[src/rtl/textlcd_pkg.sv]
// Shared constants, state encoding and DDRAM row-base lookup for the text-LCD controller.
package textlcd_pkg;

    // HD44780 command bytes
    localparam logic [7:0] LCD_FUNC_SET = 8'h38;  // 8-bit bus, 2 lines, 5x8 font
    localparam logic [7:0] LCD_DISP_ON  = 8'h0C;  // display on, cursor off
    localparam logic [7:0] LCD_DISP_CUR = 8'h0F;  // display on, cursor + blink
    localparam logic [7:0] LCD_ENTRY    = 8'h06;  // increment address, no shift
    localparam logic [7:0] LCD_CLEAR    = 8'h01;
    localparam logic [7:0] LCD_DDRAM    = 8'h80;  // set-DDRAM-address opcode bit

    localparam logic [7:0] ASCII_BLANK  = 8'h20;

    typedef enum logic [2:0] {
        ST_PWRUP,
        ST_INIT,
        ST_IDLE,
        ST_ADDR,
        ST_CHARS,
        ST_CURSOR
    } state_e;

    // DDRAM start address of each display row (1/2/4-row glass).
    function automatic logic [6:0] row_base(input int r);
        case (r)
            0:       return 7'h00;
            1:       return 7'h40;
            2:       return 7'h14;
            default: return 7'h54;
        endcase
    endfunction

endpackage

[src/rtl/textlcd_tick.sv]
// Prescaler: one-clk tick pulse every TICK_DIV clk cycles; paces the LCD bus.
module textlcd_tick #(
    parameter int TICK_DIV = 50000
) (
    input  logic clk,
    input  logic resetn,
    output logic tick
);

    localparam int CNT_W = $clog2(TICK_DIV);

    logic [CNT_W-1:0] cnt_q, cnt_d;

    assign tick = (cnt_q == CNT_W'(TICK_DIV - 1));

    // Count up and wrap on the tick cycle.
    always_comb begin
        cnt_d = tick ? '0 : cnt_q + 1'b1;
    end

    // Prescaler register.
    always_ff @(posedge clk or negedge resetn) begin
        if (!resetn) begin
            cnt_q <= '0;
        end else begin
            // NOTE: flops take non-blocking (<=) so every register samples pre-edge values.
            cnt_q <= cnt_d;
        end
    end

endmodule

[src/rtl/textlcd_ctrl.sv]
// HD44780-class character-LCD controller: power-up init, then full-screen rewrites from
// a latched shadow frame. Each byte takes three ticks (set-up, E high, E low/hold).
// Optional feature: define TEXTLCD_CURSOR_EN to add cursor_on/cursor_pos inputs, a
// cursor+blink display-on command and a trailing cursor-placement command per refresh.
module textlcd_ctrl
    import textlcd_pkg::*;
#(
    parameter int COLS        = 16,
    parameter int ROWS        = 2,
    parameter int TICK_DIV    = 50000,
    parameter int PWRUP_TICKS = 70,
    parameter int CLEAR_TICKS = 3
) (
    input  logic                     clk,
    input  logic                     resetn,
    input  logic [ROWS*COLS*8-1:0]   frame_data,
    input  logic                     frame_valid,
`ifdef TEXTLCD_CURSOR_EN
    input  logic                     cursor_on,
    input  logic [$clog2(ROWS*COLS)-1:0] cursor_pos,
`endif
    output logic                     frame_ready,
    output logic                     busy,
    output logic                     LCD_E,
    output logic                     LCD_RS,
    output logic                     LCD_RW,
    output logic [7:0]               LCD_DATA
);

    localparam int NCHARS   = ROWS * COLS;
    localparam int FRAME_W  = NCHARS * 8;
    localparam int COL_W    = $clog2(COLS + 1);
    localparam int ROW_W    = $clog2(ROWS + 1);
    localparam int SEL_W    = $clog2(FRAME_W);
    localparam int WAIT_MAX = (PWRUP_TICKS > CLEAR_TICKS) ? PWRUP_TICKS : CLEAR_TICKS;
    localparam int WAIT_W   = $clog2(WAIT_MAX + 1);

    state_e               state_q, state_d;
    logic [1:0]           phase_q, phase_d;   // 0: set-up, 1: E high, 2: E low/hold
    logic [2:0]           idx_q, idx_d;       // init command index; 4 = clear wait
    logic [WAIT_W-1:0]    wait_q, wait_d;
    logic [ROW_W-1:0]     row_q, row_d;
    logic [COL_W-1:0]     col_q, col_d;
    logic                 pending_q, pending_d;
    logic [FRAME_W-1:0]   shadow_q, shadow_d;
    logic                 e_q, e_d, rs_q, rs_d;
    logic [7:0]           data_q, data_d;

    logic                 tick, sending, byte_done, rs_sel;
    logic [7:0]           byte_sel, disp_on_cmd;
    logic [SEL_W-1:0]     sel_lo;
    state_e               end_state;

    textlcd_tick #(.TICK_DIV(TICK_DIV)) u_tick (
        .clk    (clk),
        .resetn (resetn),
        .tick   (tick)
    );

`ifdef TEXTLCD_CURSOR_EN
    logic                          cur_on_q, cur_on_d;
    logic [$clog2(ROWS*COLS)-1:0]  cur_pos_q, cur_pos_d;
    logic [6:0]                    cur_addr;
    logic                          cur_valid;

    // Cursor DDRAM address and validity from the values sampled with the frame.
    always_comb begin
        cur_addr  = row_base(int'(cur_pos_q) / COLS) + 7'(int'(cur_pos_q) % COLS);
        cur_valid = cur_on_q && (int'(cur_pos_q) < NCHARS);
        end_state = cur_valid ? ST_CURSOR : ST_IDLE;
        disp_on_cmd = cursor_on ? LCD_DISP_CUR : LCD_DISP_ON;
    end
`else
    assign end_state   = ST_IDLE;
    assign disp_on_cmd = LCD_DISP_ON;
`endif

    assign frame_ready = (state_q == ST_IDLE) && !pending_q;
    assign busy        = (state_q != ST_IDLE);
    assign LCD_E       = e_q;
    assign LCD_RS      = rs_q;
    assign LCD_RW      = 1'b0;
    assign LCD_DATA    = data_q;

    assign sending = (state_q == ST_ADDR) || (state_q == ST_CHARS) || (state_q == ST_CURSOR) ||
                     ((state_q == ST_INIT) && (idx_q != 3'd4));

    // Select the byte and RS level the current state puts on the bus at its next set-up tick.
    always_comb begin
        sel_lo   = SEL_W'((NCHARS - 1 - (int'(row_q) * COLS + int'(col_q))) * 8);
        byte_sel = 8'h00;
        rs_sel   = 1'b0;
        case (state_q)
            ST_INIT: begin
                case (idx_q)
                    3'd0:    byte_sel = LCD_FUNC_SET;
                    3'd1:    byte_sel = disp_on_cmd;
                    3'd2:    byte_sel = LCD_ENTRY;
                    default: byte_sel = LCD_CLEAR;
                endcase
            end
            ST_ADDR:  byte_sel = LCD_DDRAM | {1'b0, row_base(int'(row_q))};
            ST_CHARS: begin
                byte_sel = shadow_q[sel_lo +: 8];
                rs_sel   = 1'b1;
            end
`ifdef TEXTLCD_CURSOR_EN
            ST_CURSOR: byte_sel = LCD_DDRAM | {1'b0, cur_addr};
`endif
            default: ;
        endcase
    end

    // Next-state logic: frame handshake every clk, FSM and bus sequencing on ticks only.
    always_comb begin
        // NOTE: every _d defaults to its _q first, so no branch leaves one unassigned and no latch is inferred.
        state_d   = state_q;
        phase_d   = phase_q;
        idx_d     = idx_q;
        wait_d    = wait_q;
        row_d     = row_q;
        col_d     = col_q;
        pending_d = pending_q;
        shadow_d  = shadow_q;
        e_d       = e_q;
        rs_d      = rs_q;
        data_d    = data_q;
        byte_done = 1'b0;
`ifdef TEXTLCD_CURSOR_EN
        cur_on_d  = cur_on_q;
        cur_pos_d = cur_pos_q;
`endif

        if (frame_valid && frame_ready) begin
            shadow_d  = frame_data;
            pending_d = 1'b1;
`ifdef TEXTLCD_CURSOR_EN
            cur_on_d  = cursor_on;
            cur_pos_d = cursor_pos;
`endif
        end

        if (tick) begin
            if (sending) begin
                case (phase_q)
                    2'd0: begin
                        rs_d    = rs_sel;
                        data_d  = byte_sel;
                        e_d     = 1'b0;
                        phase_d = 2'd1;
                    end
                    2'd1: begin
                        e_d     = 1'b1;
                        phase_d = 2'd2;
                    end
                    default: begin
                        e_d       = 1'b0;
                        phase_d   = 2'd0;
                        byte_done = 1'b1;
                    end
                endcase
            end

            case (state_q)
                ST_PWRUP: begin
                    if (wait_q == WAIT_W'(PWRUP_TICKS - 1)) begin
                        state_d = ST_INIT;
                        idx_d   = 3'd0;
                        wait_d  = '0;
                        phase_d = 2'd0;
                    end else begin
                        wait_d = wait_q + 1'b1;
                    end
                end
                ST_INIT: begin
                    if (idx_q == 3'd4) begin
                        if (wait_q == WAIT_W'(CLEAR_TICKS - 1)) begin
                            state_d = ST_IDLE;
                            wait_d  = '0;
                        end else begin
                            wait_d = wait_q + 1'b1;
                        end
                    end else if (byte_done) begin
                        idx_d = idx_q + 3'd1;
                    end
                end
                ST_IDLE: begin
                    if (pending_q) begin
                        state_d   = ST_ADDR;
                        row_d     = '0;
                        col_d     = '0;
                        phase_d   = 2'd0;
                        pending_d = 1'b0;
                    end
                end
                ST_ADDR: begin
                    if (byte_done) state_d = ST_CHARS;
                end
                ST_CHARS: begin
                    if (byte_done) begin
                        if (col_q == COL_W'(COLS - 1)) begin
                            col_d = '0;
                            if (row_q == ROW_W'(ROWS - 1)) begin
                                row_d   = '0;
                                state_d = end_state;
                            end else begin
                                row_d   = row_q + 1'b1;
                                state_d = ST_ADDR;
                            end
                        end else begin
                            col_d = col_q + 1'b1;
                        end
                    end
                end
                ST_CURSOR: begin
                    if (byte_done) state_d = ST_IDLE;
                end
                default: state_d = ST_PWRUP;
            endcase
        end
    end

    // State, counters, shadow frame and bus registers; reset drops E at once.
    always_ff @(posedge clk or negedge resetn) begin
        if (!resetn) begin
            state_q   <= ST_PWRUP;
            phase_q   <= 2'd0;
            idx_q     <= 3'd0;
            wait_q    <= '0;
            row_q     <= '0;
            col_q     <= '0;
            pending_q <= 1'b0;
            // NOTE: the shadow frame is a flop register, not a RAM, so it can and does take a reset value.
            shadow_q  <= {NCHARS{ASCII_BLANK}};
            e_q       <= 1'b0;
            rs_q      <= 1'b0;
            data_q    <= 8'h00;
`ifdef TEXTLCD_CURSOR_EN
            cur_on_q  <= 1'b0;
            cur_pos_q <= '0;
`endif
        end else begin
            state_q   <= state_d;
            phase_q   <= phase_d;
            idx_q     <= idx_d;
            wait_q    <= wait_d;
            row_q     <= row_d;
            col_q     <= col_d;
            pending_q <= pending_d;
            shadow_q  <= shadow_d;
            e_q       <= e_d;
            rs_q      <= rs_d;
            data_q    <= data_d;
`ifdef TEXTLCD_CURSOR_EN
            cur_on_q  <= cur_on_d;
            cur_pos_q <= cur_pos_d;
`endif
        end
    end

endmodule
[config.mk]
export PLATFORM = sky130hd
export DESIGN_NAME = textlcd_ctrl
export DESIGN_NICKNAME = d
export VERILOG_FILES = /design/src/rtl/textlcd_pkg.sv /design/src/rtl/textlcd_tick.sv /design/src/rtl/textlcd_ctrl.sv
export SDC_FILE = /design/constraint.sdc
export NUM_CORES = 1
export LEC_CHECK = 0
export CAP_MARGIN = 15
export CORE_ASPECT_RATIO = 1.2
export CORE_UTILIZATION = 45
export CTS_BUF_LIST = sky130_fd_sc_hd__clkbuf_8 sky130_fd_sc_hd__clkbuf_16
export DETAILED_ROUTE_END_ITERATION = 10
export PLACE_DENSITY = 0.72
export SLEW_MARGIN = 5
export SYNTH_ARGS = -nofsm -noshare
export SYNTH_HDL_FRONTEND = slang
export SYNTH_SLANG_ARGS = --single-unit
[constraint.sdc]
create_clock -name clk -period 5.4 [get_ports clk]
set_input_delay 0.54 -clock clk [delete_from_list [all_inputs] [get_ports clk]]
set_output_delay 0.54 -clock clk [all_outputs]
set_load 0.005 [all_outputs]
Word-level counts from Yosys, hierarchy flattened:

Index checks and enable logic that the tools add are counted.

* add/sub/neg operators: 7
* $mul: 0
* div/mod/pow operators: 0
* $lt $le $gt $ge: 0
* eq/ne operators: 27
* shifts and indexed selects: 1
* muxes and demuxes: 45
* bitwise gates (word level): 0
* reductions and logical operators: 21

Operator list (count)
* indexed part select 256 x 9 -> 8 bit: 1
* 2-to-1 mux 3 bit: 11
* one-hot mux 8 bit (3 select lines): 1
* 2-to-1 mux 7 bit: 3
* one-hot mux 7 bit (3 select lines): 1
* one-hot mux 3 bit (6 select lines): 1
* one-hot mux 6 bit (3 select lines): 1
* adder 16 x 1 -> 16 bit, second input constant: 1
* == test 16 bit, second input constant: 1
* 2-to-1 mux 16 bit: 1
* 2-to-1 mux 5 bit: 3
* 2-to-1 mux 2 bit: 7
* inequality test 2 x 1 -> 1 bit, second input constant: 7
* one-hot mux 7 bit (2 select lines): 1
* one-hot mux 2 bit (2 select lines): 3
* 2-to-1 mux 1 bit: 10
* one-hot mux 5 bit (2 select lines): 1
* AND reduction 5 bit: 2
* == test 3 x 2 -> 1 bit, second input constant: 3
* == test 3 bit, second input constant: 3
* AND reduction 9 bit: 1
* adder 7 x 1 -> 7 bit, second input constant: 1
* == test 7 x 2 -> 1 bit, second input constant: 1
* == test 7 bit, second input constant: 1
* 23 further kinds: 35

* register bits: 305
* latch bits: 0
* bits in writable memories: 0
* ROM bits: 0
* bits of input ports: 259
* memories kept: 0

Longest topological paths before layout:

* word-level depth: 9
* gate-level depth with buffers: 10
* gate-level depth less buffers: 7

Hierarchy:

From an unflattened synthesis, not the netlist that was laid out.

* cell total of the unflattened synthesis: 995
* area total of the unflattened synthesis: 14335.0 sq um

By module, submodules not included
* textlcd_ctrl: instances 1, cells each 927, area each 13584.3 sq um
* textlcd_tick: instances 1, cells each 68, area each 750.7 sq um

Worst setup path after synthesis:

No wires, ideal clock.

* kind: reg2reg
* start point: register col_q[0]
* end point: register data_q[3], in the netlist LCD_DATA[3]
* setup time: 140 ps
* data arrival time: 2555 ps
* path slack: 2705 ps
* cell stages (with the launch flop): 9
* clock period less this slack: 2695 ps
* path through: dfrtp_1 -> clkbuf_1 -> buf_4 -> buf_2 -> buf_4 -> mux4_2 -> mux4_2 -> mux2i_1 -> o221ai_1

* longest elaborated chain between the ends: 4

Ends and longest elaborated chain
* from (decl): RTL line textlcd_ctrl.sv:43 `logic [COL_W-1:0] col_q, col_d;`
* from (signal assigned): RTL line textlcd_ctrl.sv:248 `col_q <= col_d;`
* adder 5 bit: RTL line textlcd_ctrl.sv:90 `sel_lo = SEL_W'((NCHARS - 1 - (int'(row_q) * COLS + int'(col_q))) * 8);`
* subtractor 5 bit: RTL line textlcd_ctrl.sv:90
* indexed part select 256 x 9 -> 8 bit: RTL line textlcd_ctrl.sv:104 `byte_sel = shadow_q[sel_lo +: 8];`
* one-hot mux 8 bit (3 select lines): RTL line textlcd_ctrl.sv:93 `case (state_q)`
* to (signal assigned): RTL line textlcd_ctrl.sv:253 `data_q <= data_d;`
* to (decl): RTL line textlcd_ctrl.sv:47 `logic [7:0] data_q, data_d;`

No other way between the ends.
A chain may end at the register's enable or synchronous reset.

Final worst setup path:

* start point: register col_q[0]
* end point: register data_q[2], in the netlist LCD_DATA[2]

Same word-level chain as after synthesis.

==> flow_summary_export.csv <==
group,metric,value,unit
place,portBuffers,270,
pwr,power.density,263,nW/um^2
die,floorplan.die_area,32100,sq um
clock_network,cts_resized,0,
die,fp.dieH,196,microns
clock_network,clock_path_buffers,3,
critical_path,worst_setup_path_end_kind,"flip-flop",
synthesis,synth_edf_count,0,
die,fp.dieW,164,microns
clock_network,cts_buffers,34,
critical_path,criticalPathCategory,"reg -> reg",
timing,slew_viol_final,0,
clock_network,ctsRootBufferMaster,"clkbuf_16",
timing,finalSetupViolations,0,
timing,grt_setup_unrepaired,"false",
timing,hold_viol_final,0,
critical_path,cp_common_cell,"mux4_2",
synthesis,yosys_warnings,0,
clock_network,cts.sinks,305,
place,gp_congestion,0.826,
routing,first_iter_violations,578,
layout,nets,1479,
die,pin_count,272,
die,start_util,0.460,
critical_path,cpPeakStageDelay,1.01,ns
grt,grtUsageTotal,0.232,
synthesis,async_flop_share,1.00,
status,status,"completed",
job,max_cap_violations,0,
hold_path,hp-class,"in -> async",
die,rows,70,
timing,fmaxAchievable,0.327,GHz
synthesis,ys_ff_latch,305,
timing,fin_ws,2.34,ns
layout,finalInstanceArea,18400,sq um
grt,grt_antenna_before_repair,10,
layout,areaGrowthSynthToFinish,30.3,%
routing,wl,36.0,mm
critical_path,crit_buf_inv,1,
clock_network,clk_latency,0.53,ns
timing,setup-tns-final,0,ns
layout,drive_above_1_share,0.363,
routing,num_vias,9165,
synthesis,syn_area_per_cell,14.8,sq um
timing,tightest_slew,0.991,ns
place,placed_area,17200,sq um
synthesis,synth_seq_area_share,0.544,
clock_network,postCtsSetupRepairBufs,0,
grt,grt_start_max_net_pins,147,
critical_path,cp_top_family,"multiplexers",
critical_path,cp_cell_sequence,"buf_4 -> mux4_2 -> mux4_2 -> mux2_2 -> nand2_1 -> a31oi_1",
critical_path,required,5.79,ns
critical_path,crit_fanout,42,
routing,ant_nets,0,
pwr,irDropWorstVdd,0.306,mV
timing,slew_headroom,0.339,
place,hpwl,26.0,mm
routing,via_per_inst,5.58,
pwr,p_leak,8.13,nW
place,dpl_worst_slack,2.27,ns
timing,hold_ws,0.0901,ns
timing,clock_skew,0.0259,ns
routing,wl_per_cell,21.9,microns
synthesis,synth.distinct_cells,57,
clock_network,h-tree-depth,2,
routing,drc,0,
critical_path,path_depth,6,
timing,min_period,3.06,ns
die,core,30700,sq um
routing,dr.pass1.iters,5,
critical_path,cpMaxStageDelayCell,"dfrtp_4",
synthesis,syn_inst,951,
clock_network,tritoncts,"yes",
synthesis,syn-num-nets,1219,
critical_path,cp_data_arrival_time,3.45,ns
critical_path,ff2ff_path_depth,6,
synthesis,netlist_area,14100,sq um
clock_network,clk_pin_slew,0.06,ns
critical_path,startpoint_type,"flip-flop",
timing,finalCritPeriodShare,0.567,
grt,grt_pass1_vias,9676,
grt,grt_pass1_wl,55.8,mm
synthesis,yosys_most_used_dff,"dfrtp_1",
clock_network,postCtsHoldBufs,0,
grt,grt_overflow,0,
==> routing by layer <==
metal	vias up	GRT usage	part of all wire	routed length (microns)
li1	4087	-	-	-
met4	0	0.0967	0.030	1080
met5	-	0	0	0
met2	252	0.385	0.52	18600
met1	4769	0.303	0.41	14800
met3	57	0.0376	0.045	1620
==> path summary, 6_finish.rpt <==
path	endpoint	from	slack (ns)
worst max-delay path	LCD_DATA[2]$_DFFE_PN0P_	col_q[0]$_DFFE_PN0P_	2.34
worst min-delay path	shadow_q[153]$_DFFE_PN0P_	resetn	0.09
worst max register to register	LCD_DATA[2]$_DFFE_PN0P_	col_q[0]$_DFFE_PN0P_	2.34
worst min register to register	u_tick.cnt_q[13]$_DFF_PN0_	u_tick.cnt_q[13]$_DFF_PN0_	0.49
max in group asynchronous	shadow_q[214]$_DFFE_PN0P_	resetn	4.02
min in group clk	u_tick.cnt_q[13]$_DFF_PN0_	u_tick.cnt_q[13]$_DFF_PN0_	0.49
==> cells in the mapped netlist, types with 9 or more instances <==
| master | number | area share |
|---|---|---|
| mux2i_1 | 9 | 0.0064 |
| inv_1 | 12 | 0.0032 |
| nand3_1 | 20 | 0.0071 |
| o21ai_0 | 26 | 0.0092 |
| nand2_1 | 36 | 0.0096 |
| clkbuf_1 | 40 | 0.011 |
| xnor2_1 | 9 | 0.0056 |
| buf_2 | 9 | 0.0032 |
| nor2_1 | 27 | 0.0072 |
| mux2_2 | 262 | 0.21 |
| dfstp_2 | 32 | 0.060 |
| mux4_2 | 74 | 0.12 |
| ha_1 | 9 | 0.0080 |
| a31oi_1 | 10 | 0.0044 |
| dfrtp_1 | 273 | 0.48 |
==> where the power goes <==
part	switching, mW	total, mW	internal (mW)
clock network	0.929	2.31	1.38
logic	0.0836	0.250	0.166
registers	0	2.29	2.29
total	1.01	4.84	3.83
==> sequential cells by signal (all words and copies together) (netlist names), 3 cells and up <==
signal,cells
LCD_DATA,8
col_q,5
idx_q,3
shadow_q,256
state_q,3
u_tick.cnt_q,16
wait_q,7
==> kinds of logic (layout without fill, tap and decap cells) <==
logic type	Yosys count	count (layout)	share of synthesized area
buf+inv	73	359	0.0223
xor+xnor	17	17	0.0106
other cells	1	11	0.000266
mux	345	345	0.334
simple gates	136	136	0.0518
compound gates	65	65	0.0299
fa+ha+maj	9	9	0.00798
flops	305	305	0.544
==> cell type report <==
cell class | instances | area (sq um)
Antenna cell | 10 | 25.0
Clock buffer | 43 | 975
Clock inverter | 19 | 159
Fill cell | 2413 | 12300
Inverter | 12 | 45.0
Multi-Input combinational cell | 573 | 6150
Sequential cell | 305 | 7680
Tap cell | 396 | 495
Timing Repair Buffer | 285 | 2860
==> through the flow <==
stage          instances   util  total power [mW]
2_1_floorplan        951      -              2.33
3_3_place_gp        1571  0.562              2.58
3_5_place_dp        1571  0.562              2.58
4_1_cts             1633  0.599              4.90
5_1_grt             1643  0.600              5.00
6_report            1643  0.600              4.84
==> layout by cell type (no fill, tap or decap), types with 3 or more instances in the layout <==
master	synthesis	layout
or3_1	3	3
clkinv_2	0	3
xor2_1	8	7
nor3_1	5	5
nand3b_1	3	3
clkdlybuf4s50_1	0	269
o21ai_0	26	26
o31ai_1	5	5
nor2_1	27	26
a21oi_1	3	3
nand2b_1	6	6
clkbuf_16	0	34
diode_2	0	10
nand2_1	36	36
inv_1	12	21
nor3b_1	5	4
mux2i_1	9	9
mux4_2	74	74
nand4_1	5	5
xnor2_1	9	9
a31oi_1	10	10
nand3_1	20	20
nor2b_1	6	6
dfstp_2	32	32
ha_1	9	9
buf_12	0	3
and2_1	4	4
buf_4	6	12
clkbuf_8	0	9
dfrtp_1	273	270
mux2_2	262	262
No activity file was read; power rests on OpenSTA's default activity.
